[src/rtl/hour_counter_cfg.sv]
// Hour stage of the digital clock: binary 0..23 hour advanced by the minute carry,
// 12h/24h BCD display one edge behind hour_bin, set mode with press-and-hold auto-repeat.
module hour_counter_cfg #(
    parameter int RESET_HOUR   = 0,
    parameter int REPEAT_DELAY = 500,
    parameter int REPEAT_RATE  = 100
) (
    input  logic       clk,
    input  logic       reset,
    input  logic       tick_in,
    input  logic       set_en,
    input  logic       btn_up,
    input  logic       btn_dn,
    input  logic       mode_24,
    output logic [4:0] hour_bin,
    output logic [3:0] hour_tens,
    output logic [3:0] hour_ones,
    output logic       pm,
    output logic       carry_out
);

    localparam int MAX_CNT = (REPEAT_DELAY > REPEAT_RATE) ? REPEAT_DELAY : REPEAT_RATE;
    localparam int CW      = (MAX_CNT > 2) ? $clog2(MAX_CNT) : 1;
    localparam logic [CW-1:0] LAST_DELAY = CW'(REPEAT_DELAY - 1);
    localparam logic [CW-1:0] LAST_RATE  = CW'(REPEAT_RATE - 1);

    typedef enum logic [1:0] {IDLE, DELAY, REPEAT} state_t;

    state_t        state, state_nx;
    logic [CW-1:0] cnt, cnt_nx;
    logic          act_up, act_nx;
    logic          up_q, dn_q, hist_vld;
    logic          step_up, step_dn, held, other;
    logic [4:0]    hour_inc, hour_dec, disp;
    logic [3:0]    tens_nx, ones_nx;

    assign hour_inc = (hour_bin == 5'd23) ? 5'd0  : hour_bin + 5'd1;
    assign hour_dec = (hour_bin == 5'd0)  ? 5'd23 : hour_bin - 5'd1;
    assign held     = act_up ? btn_up : btn_dn;
    assign other    = act_up ? btn_dn : btn_up;

    // hist_vld keeps a button held through reset from looking like a fresh press
    always_comb begin
        step_up  = 1'b0;
        step_dn  = 1'b0;
        state_nx = IDLE;
        cnt_nx   = '0;
        act_nx   = act_up;
        if (set_en) begin
            case (state)
                IDLE: begin
                    if (hist_vld && btn_up && !up_q && !btn_dn) begin
                        step_up  = 1'b1;
                        state_nx = DELAY;
                        act_nx   = 1'b1;
                    end else if (hist_vld && btn_dn && !dn_q && !btn_up) begin
                        step_dn  = 1'b1;
                        state_nx = DELAY;
                        act_nx   = 1'b0;
                    end
                end
                DELAY, REPEAT: begin
                    if (held && !other) begin
                        if (cnt == ((state == DELAY) ? LAST_DELAY : LAST_RATE)) begin
                            step_up  = act_up;
                            step_dn  = !act_up;
                            state_nx = REPEAT;
                        end else begin
                            state_nx = state;
                            cnt_nx   = cnt + 1'b1;
                        end
                    end
                end
                default: ;
            endcase
        end
    end

    always_comb begin
        disp = hour_bin;
        if (!mode_24) begin
            if (hour_bin >= 5'd12)
                disp = hour_bin - 5'd12;
            if (disp == 5'd0)
                disp = 5'd12;
        end
        if (disp >= 5'd20) begin
            tens_nx = 4'd2;
            ones_nx = 4'(disp - 5'd20);
        end else if (disp >= 5'd10) begin
            tens_nx = 4'd1;
            ones_nx = 4'(disp - 5'd10);
        end else begin
            tens_nx = 4'd0;
            ones_nx = disp[3:0];
        end
    end

    always_ff @(posedge clk or posedge reset) begin
        if (reset) begin
            hour_bin  <= 5'(RESET_HOUR);
            hour_tens <= 4'd0;
            hour_ones <= 4'd0;
            pm        <= 1'b0;
            carry_out <= 1'b0;
            state     <= IDLE;
            cnt       <= '0;
            act_up    <= 1'b0;
            up_q      <= 1'b0;
            dn_q      <= 1'b0;
            hist_vld  <= 1'b0;
        end else begin
            up_q      <= btn_up;
            dn_q      <= btn_dn;
            hist_vld  <= 1'b1;
            state     <= state_nx;
            cnt       <= cnt_nx;
            act_up    <= act_nx;
            carry_out <= !set_en && tick_in && (hour_bin == 5'd23);
            if (!set_en) begin
                if (tick_in)
                    hour_bin <= hour_inc;
            end else if (step_up) begin
                hour_bin <= hour_inc;
            end else if (step_dn) begin
                hour_bin <= hour_dec;
            end
            hour_tens <= tens_nx;
            hour_ones <= ones_nx;
            pm        <= (hour_bin >= 5'd12);
        end
    end

endmodule

[config.mk]
export PLATFORM = sky130hd
export DESIGN_NAME = hour_counter_cfg
export DESIGN_NICKNAME = d
export VERILOG_FILES = /design/src/rtl/hour_counter_cfg.sv
export SDC_FILE = /design/constraint.sdc
export NUM_CORES = 1
export LEC_CHECK = 0
export CAP_MARGIN = 40
export CORE_MARGIN = 2
export CORE_UTILIZATION = 36
export DETAILED_ROUTE_END_ITERATION = 8
export GPL_ROUTABILITY_DRIVEN = 0
export SLEW_MARGIN = 5
export SYNTH_ARGS = -nofsm -noshare
export SYNTH_HDL_FRONTEND = slang
export SYNTH_SLANG_ARGS = --single-unit
[constraint.sdc]
create_clock -name clk -period 2.68 [get_ports clk]
set_input_delay 0.67 -clock clk [delete_from_list [all_inputs] [get_ports clk]]
set_output_delay 0.67 -clock clk [all_outputs]
set_load 0.03 [all_outputs]
==> impl_metrics.toml <==
[synthesis]
ys_seq_elements = 28
synth_warnings = 0
netlist_area_um2 = 1830
syn_area_per_cell_um2 = 9.30
synth-edff-count = 0
ys_seq_area_share_pct = 38.2
synth_cell_types = 50
synthArstFlopShare_pct = 100
ys.flop_type = "dfrtp_1"
synthCells = 197

[grt]
overflow = 0
antenna_found_initial = 0
grt_pass1_wl_mm = 6.40
grt_pass1_vias = 1460
grtUsageTotal_pct = 14.2
grt_max_degree = 29

[route]
wirelength_mm = 3.82
avgRoutedWirePerCell_um = 12.3
drt-initial-drc-count = 56
vias = 1521
wl_met1_mm = 1.92
post_drt_via_cell_ratio = 4.89
dr_wl_met3_um = 88
first_pass_iters = 4
drc_errors = 0
ant_nets = 0
wl_met2_mm = 1.79
top_layer_used = "met4"

[clock_network]
hold_buffers = 0
post_cts_buffers = 0
htree_levels = 1
clock_latency_ps = 270
clockBufferDepth = 2
path_clk_slew_ps = 100
cts-root-buf = "clkbuf_8"
clock-sinks = 28
ctsResizeCount = 0
cts_made_buffers = 3
cts_tree = "built"

[placement]
io_buffers = 19
pre_cts_ws_ps = -200
hpwl_mm = 2.90
dpl-instance-area_um2 = 2320
placed_cells = 306

[status]
outcome = "completed"

[floorplan]
fp.dieW_um = 75.4
std_cell_rows = 25
io_pins = 22
dieArea_um2 = 5680
die_y_um = 75.4
initial_core_util_pct = 38.1
fp.coreArea_um2 = 4820

[timing]
max_slew_margin_pct = 59.8
setup_viol_count_final = 0
maxSlewViolCount = 0
min_period_ps = 2580
fin_crit_sh_pct = 96.2
hold_ws_ps = 511
skew_ps = 7.59
max_freq_mhz = 388
setup_tns_ps = 0
rsz0062_at_grt = "no"
tightest_slew_ps = 596
worst_slack_ps = 102
hold_viol_final = 0

[worst_setup_path]
critPathRequiredTime_ps = 2830
max_stage_delay_ps = 500
arrival_ps = 2730
criticalPathCategory = "flip-flop to flip-flop"
endpoint_kind = "flip-flop"
crit_path_max_fanout = 6
cp_common_cell = "ha_4"
path_buf_inv = 2
path_cells = "inv_1, ha_4, o311a_1, or3_1, inv_4, ha_4, o2111a_1, or4b_1"
startpoint_type = "flip-flop"
cp_top_family = "simple AND/OR/NAND/NOR gates"
cpMaxStageDelayCell = "or4b_1"

[pwr]
p_int_mw = 1.40
p_seq_share_pct = 24.8
leakagePower_nw = 1.02
p_per_area_nw_per_um2 = 973
clockPowerShare_pct = 14.2
sw_frac_of_total_pct = 40.4
vdd_ir_drop_max_mv = 0.443
power.switching_uw = 951
total_power_mw = 2.35
combPwrFrac_pct = 61.0

[finish]
final_common_cell = "buf_4"
drive_gt1_share_pct = 24.2
layout.cells.non_filler = 311
syn_to_final_growth_pct = 31.9
post-route-cell-area_um2 = 2420
final_cell_mix = "buf_4, dfrtp_1, nor2_1"
utilization_pct = 50.2
n_fill_cell = 491
num-nets-final = 263
num_antenna_cells = 0

[flow_run]
max_cap_violations = 0

[min_path]
min_path_type = "flip-flop to flip-flop"
==> state kept, by name, indices dropped and copies added, names as in the netlist <==
register   flops
up_q           1
pm             1
hour_tens      2
carry_out      1
dn_q           1
act_up         1
hour_ones      4
cnt            9
state          2
hist_vld       1
hour_bin       5
==> power groups by stage <==
stage / registers [mW] / logic [mW] / clock network (mW)
after floorplan: 0.754 / 0.788 / 0
after global placement: 0.591 / 1.42 / 0
after detailed placement: 0.588 / 1.42 / 0
after CTS: 0.581 / 1.42 / 0.344
after global routing: 0.595 / 1.60 / 0.358
final: 0.584 / 1.44 / 0.335
==> final cells by class <==
cell class                      count  area [um2]  area share [%]
Timing Repair Buffer               51         430            17.8
Sequential cell                    28         706            29.2
Clock inverter                      1        30.0            1.24
Multi-Input combinational cell    149        1080            44.5
Inverter                           12        50.0            2.07
Clock buffer                        3        41.3            1.71
Tap cell                           67        83.8            3.47
==> synthesized netlist by cell type (3+ instances only) <==
library cell / count / area share [%]
nor2b_1: 3 / 1.0
nand4_1: 3 / 1.0
o2bb2ai_1: 3 / 1.4
a211oi_1: 5 / 2.0
nand3_1: 10 / 2.7
a21oi_1: 6 / 1.6
o21ai_0: 7 / 1.9
dfrtp_1: 28 / 38
xor2_1: 3 / 1.4
nand2_1: 15 / 3.1
ha_1: 11 / 7.5
nand2b_1: 3 / 1.0
xnor2_1: 9 / 4.3
or3b_2: 5 / 2.4
buf_6: 3 / 1.8
o21bai_1: 4 / 1.6
nor2_1: 23 / 4.7
nor3b_1: 4 / 1.6
inv_1: 11 / 2.3
mux2i_1: 3 / 1.6
==> path summary, 6_finish.rpt <==
check	slack [ps]	start	depth (start not counted)	endpoint
worst max-delay path	100	hour_bin[3]$_DFFE_PP0P_	8	hour_ones[3]$_DFF_PP0_
worst min-delay path	510	cnt[0]$_DFF_PP0_	1	cnt[0]$_DFF_PP0_
worst max register to register	100	hour_bin[3]$_DFFE_PP0P_	8	hour_ones[3]$_DFF_PP0_
worst min register to register	510	cnt[0]$_DFF_PP0_	1	cnt[0]$_DFF_PP0_
max in group asynchronous	1640	reset	3	hour_bin[1]$_DFFE_PP0P_
min in group asynchronous	750	reset	3	carry_out$_DFF_PP0_
==> kinds of logic after synthesis <==
group,Yosys count,synth area share (%)
simple gates,75,21.6
compound gates,43,17.5
flops,28,38.2
buf+inv,21,6.07
xor+xnor,12,5.73
fa+ha+maj,11,7.51
mux,5,2.87
other cells,2,0.410
==> metal layers <==
| metal | vias to the layer above | global-route usage, % |
|---|---|---|
| met2 | 11 | 23.1 |
| met1 | 720 | 20.0 |
| li1 | 788 | - |
| met5 | - | 0 |
| met4 | 0 | 3.31 |
| met3 | 2 | 1.98 |
(Power assumes the default switching activity.)
